### config.mk
export PLATFORM = sky130hd
export DESIGN_NAME = be_sweep
export DESIGN_NICKNAME = d
export VERILOG_FILES = /design/src/rtl/be_pkg.sv /design/src/rtl/be_dwell_cnt.sv /design/src/rtl/be_sweep.sv
export SDC_FILE = /design/constraint.sdc
export NUM_CORES = 1
export LEC_CHECK = 0
export BUFFER_PORTS_ARGS = -buffer_cell sky130_fd_sc_hd__buf_4
export CORE_UTILIZATION = 56
export DETAILED_ROUTE_END_ITERATION = 10
export PLACE_DENSITY = 0.93
export SLEW_MARGIN = 25
export SYNTH_ARGS = -nofsm -noshare
export SYNTH_HDL_FRONTEND = slang
export SYNTH_SLANG_ARGS = --single-unit
### constraint.sdc
create_clock -name clk -period 4.55 [get_ports clk]
set_input_delay 0.91 -clock clk [delete_from_list [all_inputs] [get_ports clk]]
set_output_delay 0.91 -clock clk [all_outputs]
set_load 0.005 [all_outputs]
### src/rtl/be_pkg.sv
`default_nettype none
// =============================================================================
// be_pkg : shared types and sizes for the boolean-equation truth-table sweeper
// Rev 1.0 : initial release
// =============================================================================
package be_pkg;

    typedef enum logic [1:0] {
        IDLE = 2'd0,
        RUN  = 2'd1,
        DONE = 2'd2
    } be_state_e;

    localparam int NUM_VEC = 16;
    localparam int VEC_W   = 4;
    localparam int MISS_W  = 5;
    localparam int DWELL_W = 8;

endpackage : be_pkg
`default_nettype wire

### src/rtl/be_dwell_cnt.sv
`default_nettype none
// =============================================================================
// be_dwell_cnt : per-vector dwell counter, flags the last cycle of each dwell
// Rev 1.0 : initial release
// =============================================================================
module be_dwell_cnt
    import be_pkg::*;
#(
    parameter int DWELL = 4
) (
    input  logic clk,
    input  logic rst,
    input  logic clear,
    input  logic en,
    output logic tc
);

    localparam logic [DWELL_W-1:0] C_LAST = DWELL_W'(DWELL - 1);

    logic [DWELL_W-1:0] cnt_q;
    logic [DWELL_W-1:0] cnt_d;

    assign tc = (cnt_q == C_LAST);

    // Wraps to zero on terminal count so consecutive vectors need no gap cycle.
    always_comb begin
        cnt_d = cnt_q;
        if (clear) begin
            cnt_d = '0;
        end else if (en) begin
            cnt_d = tc ? '0 : cnt_q + DWELL_W'(1);
        end
    end

    always_ff @(posedge clk) begin
        if (rst) begin
            cnt_q <= '0;
        end else begin
            cnt_q <= cnt_d;
        end
    end

endmodule : be_dwell_cnt
`default_nettype wire

### src/rtl/be_sweep.sv
`default_nettype none
// =============================================================================
// be_sweep : drives all 16 {a,b,c,d} vectors, captures z into a truth table
//            and counts disagreements with a golden table
// Rev 1.0 : initial release
// =============================================================================
module be_sweep
    import be_pkg::*;
#(
    parameter int DWELL = 4
) (
    input  logic                 clk,
    input  logic                 rst,
    input  logic                 start,
    input  logic [NUM_VEC-1:0]   expected,
    output logic                 a,
    output logic                 b,
    output logic                 c,
    output logic                 d,
    input  logic                 z,
    output logic                 busy,
    output logic                 done,
    output logic [NUM_VEC-1:0]   tt,
    output logic [MISS_W-1:0]    mismatch_cnt,
    output logic                 pass,
    output logic [VEC_W-1:0]     vec_idx
);

    localparam logic [VEC_W-1:0] C_LAST_VEC = VEC_W'(NUM_VEC - 1);

    be_state_e            state_q, state_d;
    logic [VEC_W-1:0]     vec_q,   vec_d;
    logic [NUM_VEC-1:0]   tt_q,    tt_d;
    logic [MISS_W-1:0]    miss_q,  miss_d;
    logic                 pass_q,  pass_d;

    logic                 w_accept;
    logic                 w_run;
    logic                 w_tc;
    logic                 w_miss_bit;
    logic [MISS_W-1:0]    w_miss_next;

    assign w_accept    = (state_q == IDLE) && start;
    assign w_run       = (state_q == RUN);
    assign w_miss_bit  = (z != expected[vec_q]);
    assign w_miss_next = miss_q + MISS_W'(w_miss_bit);

    be_dwell_cnt #(
        .DWELL (DWELL)
    ) u_dwell (
        .clk   (clk),
        .rst   (rst),
        .clear (w_accept),
        .en    (w_run),
        .tc    (w_tc)
    );

    always_comb begin
        state_d = state_q;
        vec_d   = vec_q;
        tt_d    = tt_q;
        miss_d  = miss_q;
        pass_d  = pass_q;
        case (state_q)
            IDLE: begin
                if (start) begin
                    state_d = RUN;
                    vec_d   = '0;
                    tt_d    = '0;
                    miss_d  = '0;
                    pass_d  = 1'b0;
                end
            end
            RUN: begin
                if (w_tc) begin
                    tt_d[vec_q] = z;
                    miss_d      = w_miss_next;
                    if (vec_q != C_LAST_VEC) begin
                        vec_d = vec_q + VEC_W'(1);
                    end else begin
                        // Final count is only known this edge, so judge pass on it directly.
                        state_d = DONE;
                        pass_d  = (w_miss_next == '0);
                    end
                end
            end
            DONE: begin
                state_d = IDLE;
            end
            default: begin
                state_d = IDLE;
            end
        endcase
    end

    always_ff @(posedge clk) begin
        if (rst) begin
            state_q <= IDLE;
            vec_q   <= '0;
            tt_q    <= '0;
            miss_q  <= '0;
            pass_q  <= 1'b0;
        end else begin
            state_q <= state_d;
            vec_q   <= vec_d;
            tt_q    <= tt_d;
            miss_q  <= miss_d;
            pass_q  <= pass_d;
        end
    end

    assign {a, b, c, d}  = w_run ? vec_q : '0;
    assign busy          = (state_q != IDLE);
    assign done          = (state_q == DONE);
    assign tt            = tt_q;
    assign mismatch_cnt  = miss_q;
    assign pass          = pass_q;
    assign vec_idx       = vec_q;

endmodule : be_sweep
`default_nettype wire

==> summary.txt, run 1 <==
Global routing
  – First-pass GRT wire length: 8.05 mm
  – Grt total ovfl: 0
  – Vias in the first global route: 1725
  – Largest net degree at the start of global routing: 25
  – Total track usage: 29.9%
  – Initial antenna violation count: 0

Drt
  – Met3 Wirelength: 395 um
  – DR top layer: met4
  – Total wire length: 4.95 mm
  – Via count: 1838
  – DR DRC count: 0
  – Remaining antenna violation count after routing: 0
  – DR iter-0 viols: 136
  – Met1 WL: 2.02 mm
  – Wire length per cell: 16.5 um
  – TritonRoute pass-1 iters: 4
  – DR vias/cell: 6.15
  – DR WL met2: 2.44 mm

Synthesis
  – Most common cell in the netlist: dfxtp_1
  – Gate count of the mapped netlist: 207
  – Seq cells post-synth: 36
  – Syn_nets: 234
  – Post-synth top flop: dfxtp_1
  – Share of the synthesized area in the top cell type: 37.8%
  – Cell area after synthesis: 1910 um^2
  – Mapped Avg Cell Area: 9.21 um^2
  – Synth Warn #: 0
  – Biggest area consumer among synthesized cells: dfxtp_1
  – Yosys cell types: 41
  – Ys async rst share: 0%
  – Commonest cells in the netlist: 36 x dfxtp_1, 17 x o21ai_0, 12 x nand2_1, 12 x nand3_1, 12 x o211ai_1
  – Post-synth EDFFs: 0
  – Seq/Total Area, Yosys: 37.8%
  – Synth top area cells: dfxtp_1 38%, o211ai_1 4.7%, ha_1 4.6%

Worst setup path
  – Critical Path RT: 3.64 ns
  – Startpoint types: register
  – R2R setup slack: 1.57 ns
  – Crit. End Element: primary output
  – CP max FO: 13
  – Worst setup path endpoint: a
  – FF-to-FF Start: vec_idx[1]$_SDFFE_PP0P_
  – Critical path type: reg -> out
  – Reg2reg path depth: 8
  – Crit path from: state_q[0]$_SDFFE_PP0P_
  – FF-to-FF End: mismatch_cnt[4]$_SDFFE_PP0P_
  – CP Data Arrival Time: 2.11 ns

Die
  – Die area: 3640 um^2
  – Core area: 3150 um^2
  – Die X: 60.4 um
  – Starting density of the core: 60.5%
  – Die height: 60.4 um
  – I/O pins: 52
  – Num rows: 20

Finish
  – Non-filler cells, final: 299
  – Nets: 281
  – Area grow syn2layout: 24.3%
  – ANT cells: 0
  – # fillers: 220
  – Ratio of cells with drive above 1 in the final layout: 25.9%

Timing
  – RSZ-0062 raised after global routing: no
  – Max-slew violations: 0
  – Worst slew margin: 40.4%
  – Worst Skew: 0.00717 ns
  – Fin crit share: 66.4%
  – Slew of the pin with the lowest slew margin: 0.892 ns
  – Worst hold slack: 0.469 ns
  – Max Clock Freq: 0.331 GHz
  – Final min period: 3.02 ns
  – Hold Fails Final Rpt: 0
  – Worst setup margin: 1.53 ns
  – Final Setup Violations: 0
  – Setup TNS: 0 ns

Clock network
  – CTS Buf Count: 5
  – CTS Root Cell: clkbuf_4
  – H-tree depth: 2
  – Postcts setup bufs: 0
  – CTS max path bufs: 2
  – # hold bufs at CTS: 0
  – TritonCTS clock tree: yes
  – CTS Sinks: 36
  – Clk pin slew, worst setup/hold paths: 0.11 ns
  – Resize count post-CTS: 0
  – Clk_lat worst skew: 0.35 ns

Placement
  – I/O Buffers: 51
  – Placed cell count: 291
  – Placer Congestion: 0.829
  – Post-DP HPWL: 3.38 mm
  – Pre-CTS WS: 1.28 ns

Run status
  – Status: completed

Pwr
  – P per Cell Area: 251 nW/um^2
  – Total power draw: 596 uW
  – Leakage: 0.000924 uW
  – Worst VDD drop: 0.173 mV

Job
  – Max Cap Viol: 0

Hold path
  – Hold crit path type: reg -> reg
## worst min path at each step
stage                              startpoint  depth (start not counted)             endpoint  slack, ns
after floorplan            tt[3]$_SDFFE_PP0P_                          2   tt[3]$_SDFFE_PP0P_       0.45
after global placement    tt[11]$_SDFFE_PP0P_                          2  tt[11]$_SDFFE_PP0P_       0.45
after detailed placement   tt[7]$_SDFFE_PP0P_                          2   tt[7]$_SDFFE_PP0P_       0.46
after CTS                  tt[3]$_SDFFE_PP0P_                          2   tt[3]$_SDFFE_PP0P_       0.48
after global routing       tt[3]$_SDFFE_PP0P_                          2   tt[3]$_SDFFE_PP0P_       0.50
final                      tt[3]$_SDFFE_PP0P_                          2   tt[3]$_SDFFE_PP0P_       0.47
## critical path, stage by stage, from the launching register on
cell,delay (ns)
dfxtp_1,0.60
nor2b_1,0.78
and2_1,0.26
buf_4,0.13
## cell type report
| class | count | area (um^2) | share of cell area, % |
|---|---|---|---|
| Clock buffer | 5 | 37.5 | 1.58 |
| Clock inverter | 3 | 42.5 | 1.79 |
| Inverter | 4 | 15.0 | 0.633 |
| Multi-Input combinational cell | 156 | 1120 | 47.1 |
| Sequential cell | 36 | 721 | 30.4 |
| Tap cell | 44 | 55.1 | 2.32 |
| Timing Repair Buffer | 51 | 383 | 16.1 |
## sequential cells by signal (all words and copies together), names as in the netlist
register	count
state_q	2
u_dwell.cnt_q	8
tt	16
pass	1
mismatch_cnt	5
vec_idx	4
## logic make-up after synthesis
| group | after synthesis | synth area share (%) |
|---|---|---|
| and+or+nand+nor | 81 | 24.6 |
| AOI/OAI and AO/OA | 50 | 16.5 |
| DFF | 36 | 37.8 |
| buffers and inverters | 15 | 3.74 |
| xor gates and xnor gates | 9 | 4.13 |
| muxes | 9 | 8.60 |
| adders and majority gates | 7 | 4.59 |
## per-stage QoR
step	utilization (%)	cell area (um^2)
2_1_floorplan	-	1910
3_3_place_gp	72.6	2290
3_5_place_dp	72.6	2290
4_1_cts	75.1	2370
5_1_grt	75.2	2370
6_report	75.2	2370
## metal layers
| metal | track usage (%) | vias up |
|---|---|---|
| met5 | 0 | - |
| met1 | 39.7 | 851 |
| li1 | - | 878 |
| met3 | 5.76 | 15 |
| met4 | 14.3 | 0 |
| met2 | 46.9 | 94 |
## report_power, final
part           internal, uW  switching, uW  total [uW]  leakage (uW)
clock network           114            115         229     0.0000412
logic                  21.6           24.7        46.3      0.000592
registers               317           3.76         321      0.000290
## cells in the final DEF (no fill, tap or decap), types with 3 or more instances in the layout
master,n
nand3_1,12
a21oi_1,8
nor3_1,11
mux4_1,3
buf_4,51
a31oi_1,4
nand2_1,12
nor2b_1,4
nand2b_1,6
dfxtp_1,36
nor2_1,5
nand4_1,11
o21ai_0,17
inv_1,4
ha_1,7
mux2i_1,4
clkbuf_4,5
o211ai_1,12
xor2_1,8
and3_1,3
and2_1,3
(Power assumes the default switching activity.)
==> run 2: changes to the inputs <==
- CORE_UTILIZATION: 56 -> 52
- PLACE_DENSITY: 0.93 -> 0.88
- clock period: 4.55 -> 2.84 ns (I/O delays scaled with it)
==> summary.txt, run 2 (synthesized netlist as in run 1, its figures left out) <==
Worst setup path
  – Worst path slowest cell: mux4_1
  – Critical Path RT: 3.13 ns
  – Critical path type: reg -> reg
  – R2R setup slack: 0.11 ns
  – Crit. End Element: register
  – Cell mode on critical path: ha_1
  – CP max FO: 5
  – CP Data Arrival Time: 3.02 ns
  – Critical-path cell list: mux4_1, mux4_2, xor2_1, ha_1, ha_1, nand3_1, or3_1, a31oi_1
  – Startpoint types: register
  – Largest stage delay, worst path: 0.55 ns

Global routing
  – First-pass GRT wire length: 7.62 mm
  – Initial antenna violation count: 0
  – Grt total ovfl: 0
  – Vias in the first global route: 1650
  – Total track usage: 24.6%
  – Largest net degree at the start of global routing: 25

Pwr
  – Worst VDD drop: 0.355 mV
  – P per Cell Area: 411 nW/um^2
  – Leakage: 0.000967 uW

Die
  – Die height: 62.6 um
  – Die area: 3910 um^2
  – Die X: 62.6 um
  – Num rows: 21
  – Starting density of the core: 55.8%
  – I/O pins: 52
  – Core area: 3420 um^2

Finish
  – Commonest non-fill, non-tap cells in the layout: 57 x buf_4, 35 x dfxtp_1, 17 x o21ai_0
  – Area grow syn2layout: 27.8%
  – Max reg flops: 16
  – # fillers: 247
  – Most common cell after layout, fill and taps aside: buf_4
  – Design area: 2440 um^2
  – Nets: 287
  – ANT cells: 0
  – Ratio of cells with drive above 1 in the final layout: 28.0%

Drt
  – DR vias/cell: 5.98
  – Wire length per cell: 14.8 um
  – DR DRC count: 0
  – Via count: 1837
  – Total wire length: 4.53 mm
  – DR iter-0 viols: 133
  – Remaining antenna violation count after routing: 0
  – TritonRoute pass-1 iters: 4

Timing
  – Fin crit share: 96.0%
  – Setup TNS: 0 ns
  – Hold Fails Final Rpt: 0
  – Worst slew margin: 54.1%
  – Slew of the pin with the lowest slew margin: 0.688 ns
  – Max Clock Freq: 0.367 GHz
  – Final min period: 2.73 ns
  – RSZ-0062 raised after global routing: no
  – Max-slew violations: 0
  – Worst setup margin: 0.114 ns
  – Worst Skew: 0.0143 ns
  – Final Setup Violations: 0

Run status
  – Status: completed

Clock network
  – Clk pin slew, worst setup/hold paths: 0.12 ns
  – CTS max path bufs: 2
  – # hold bufs at CTS: 0
  – CTS Buf Count: 5
  – Clk_lat worst skew: 0.35 ns
  – CTS Sinks: 36
  – CTS Root Cell: clkbuf_4
  – Resize count post-CTS: 0
  – TritonCTS clock tree: yes
  – H-tree depth: 2
  – Postcts setup bufs: 0

Job
  – Max Cap Viol: 0

Placement
  – Post-DP HPWL: 3.20 mm
  – Pre-CTS WS: -0.0960 ns
  – I/O Buffers: 51
  – Placer Congestion: 0.836
  – Area after DPL: 2340 um^2

Hold path
  – Hold crit path type: reg -> reg
[run 2: path summary, 6_finish.rpt]
kind | startpoint | end | cells after the start
max | vec_idx[1]$_SDFFE_PP0P_ | mismatch_cnt[4]$_SDFFE_PP0P_ | 8
min | tt[3]$_SDFFE_PP0P_ | tt[3]$_SDFFE_PP0P_ | 2
max reg2reg | vec_idx[1]$_SDFFE_PP0P_ | mismatch_cnt[4]$_SDFFE_PP0P_ | 8
min reg2reg | tt[3]$_SDFFE_PP0P_ | tt[3]$_SDFFE_PP0P_ | 2
[run 2: through the flow]
stage | std cells | total power, uW | utilization (%) | hold WS [ns]
floorplan | 207 | 562 | - | 0.455
global placement | 299 | 598 | 68.4 | 0.452
detailed placement | 299 | 601 | 68.4 | 0.461
CTS | 307 | 1000 | 71.2 | 0.477
global route | 307 | 1040 | 71.4 | 0.505
finish | 307 | 1000 | 71.4 | 0.475
[run 2: worst max-delay path, delay by kind of cell, from the launching register on]
kind | cells | cell delay (ns)
xor gates and xnor gates | 1 | 0.20
adders and majority gates | 2 | 0.41
DFF | 1 | 0.40
and+or+nand+nor | 2 | 0.46
AOI/OAI and AO/OA | 1 | 0.17
muxes | 2 | 1.03
[run 2: layout make-up]
cell class / count / area (um^2) / area share (%)
Clock buffer: 7 / 65.1 / 2.67
Clock inverter: 1 / 30.0 / 1.23
Inverter: 4 / 15.0 / 0.616
Multi-Input combinational cell: 156 / 1120 / 45.8
Sequential cell: 36 / 724 / 29.7
Tap cell: 46 / 57.6 / 2.36
Timing Repair Buffer: 57 / 428 / 17.6
[run 2: metal layers]
| metal | track usage [%] | up-vias | routed length (um) |
|---|---|---|---|
| li1 | - | 891 | - |
| met1 | 31.7 | 866 | 2000 |
| met2 | 39.7 | 73 | 2180 |
| met3 | 5.29 | 7 | 273 |
| met4 | 10.2 | 0 | 77 |
| met5 | 0 | - | 0 |
[run 2: power breakdown]
part / switching, uW / internal, uW
clock network: 179 / 234
logic: 44.0 / 37.4
registers: 2.12 / 506
total: 225 / 778
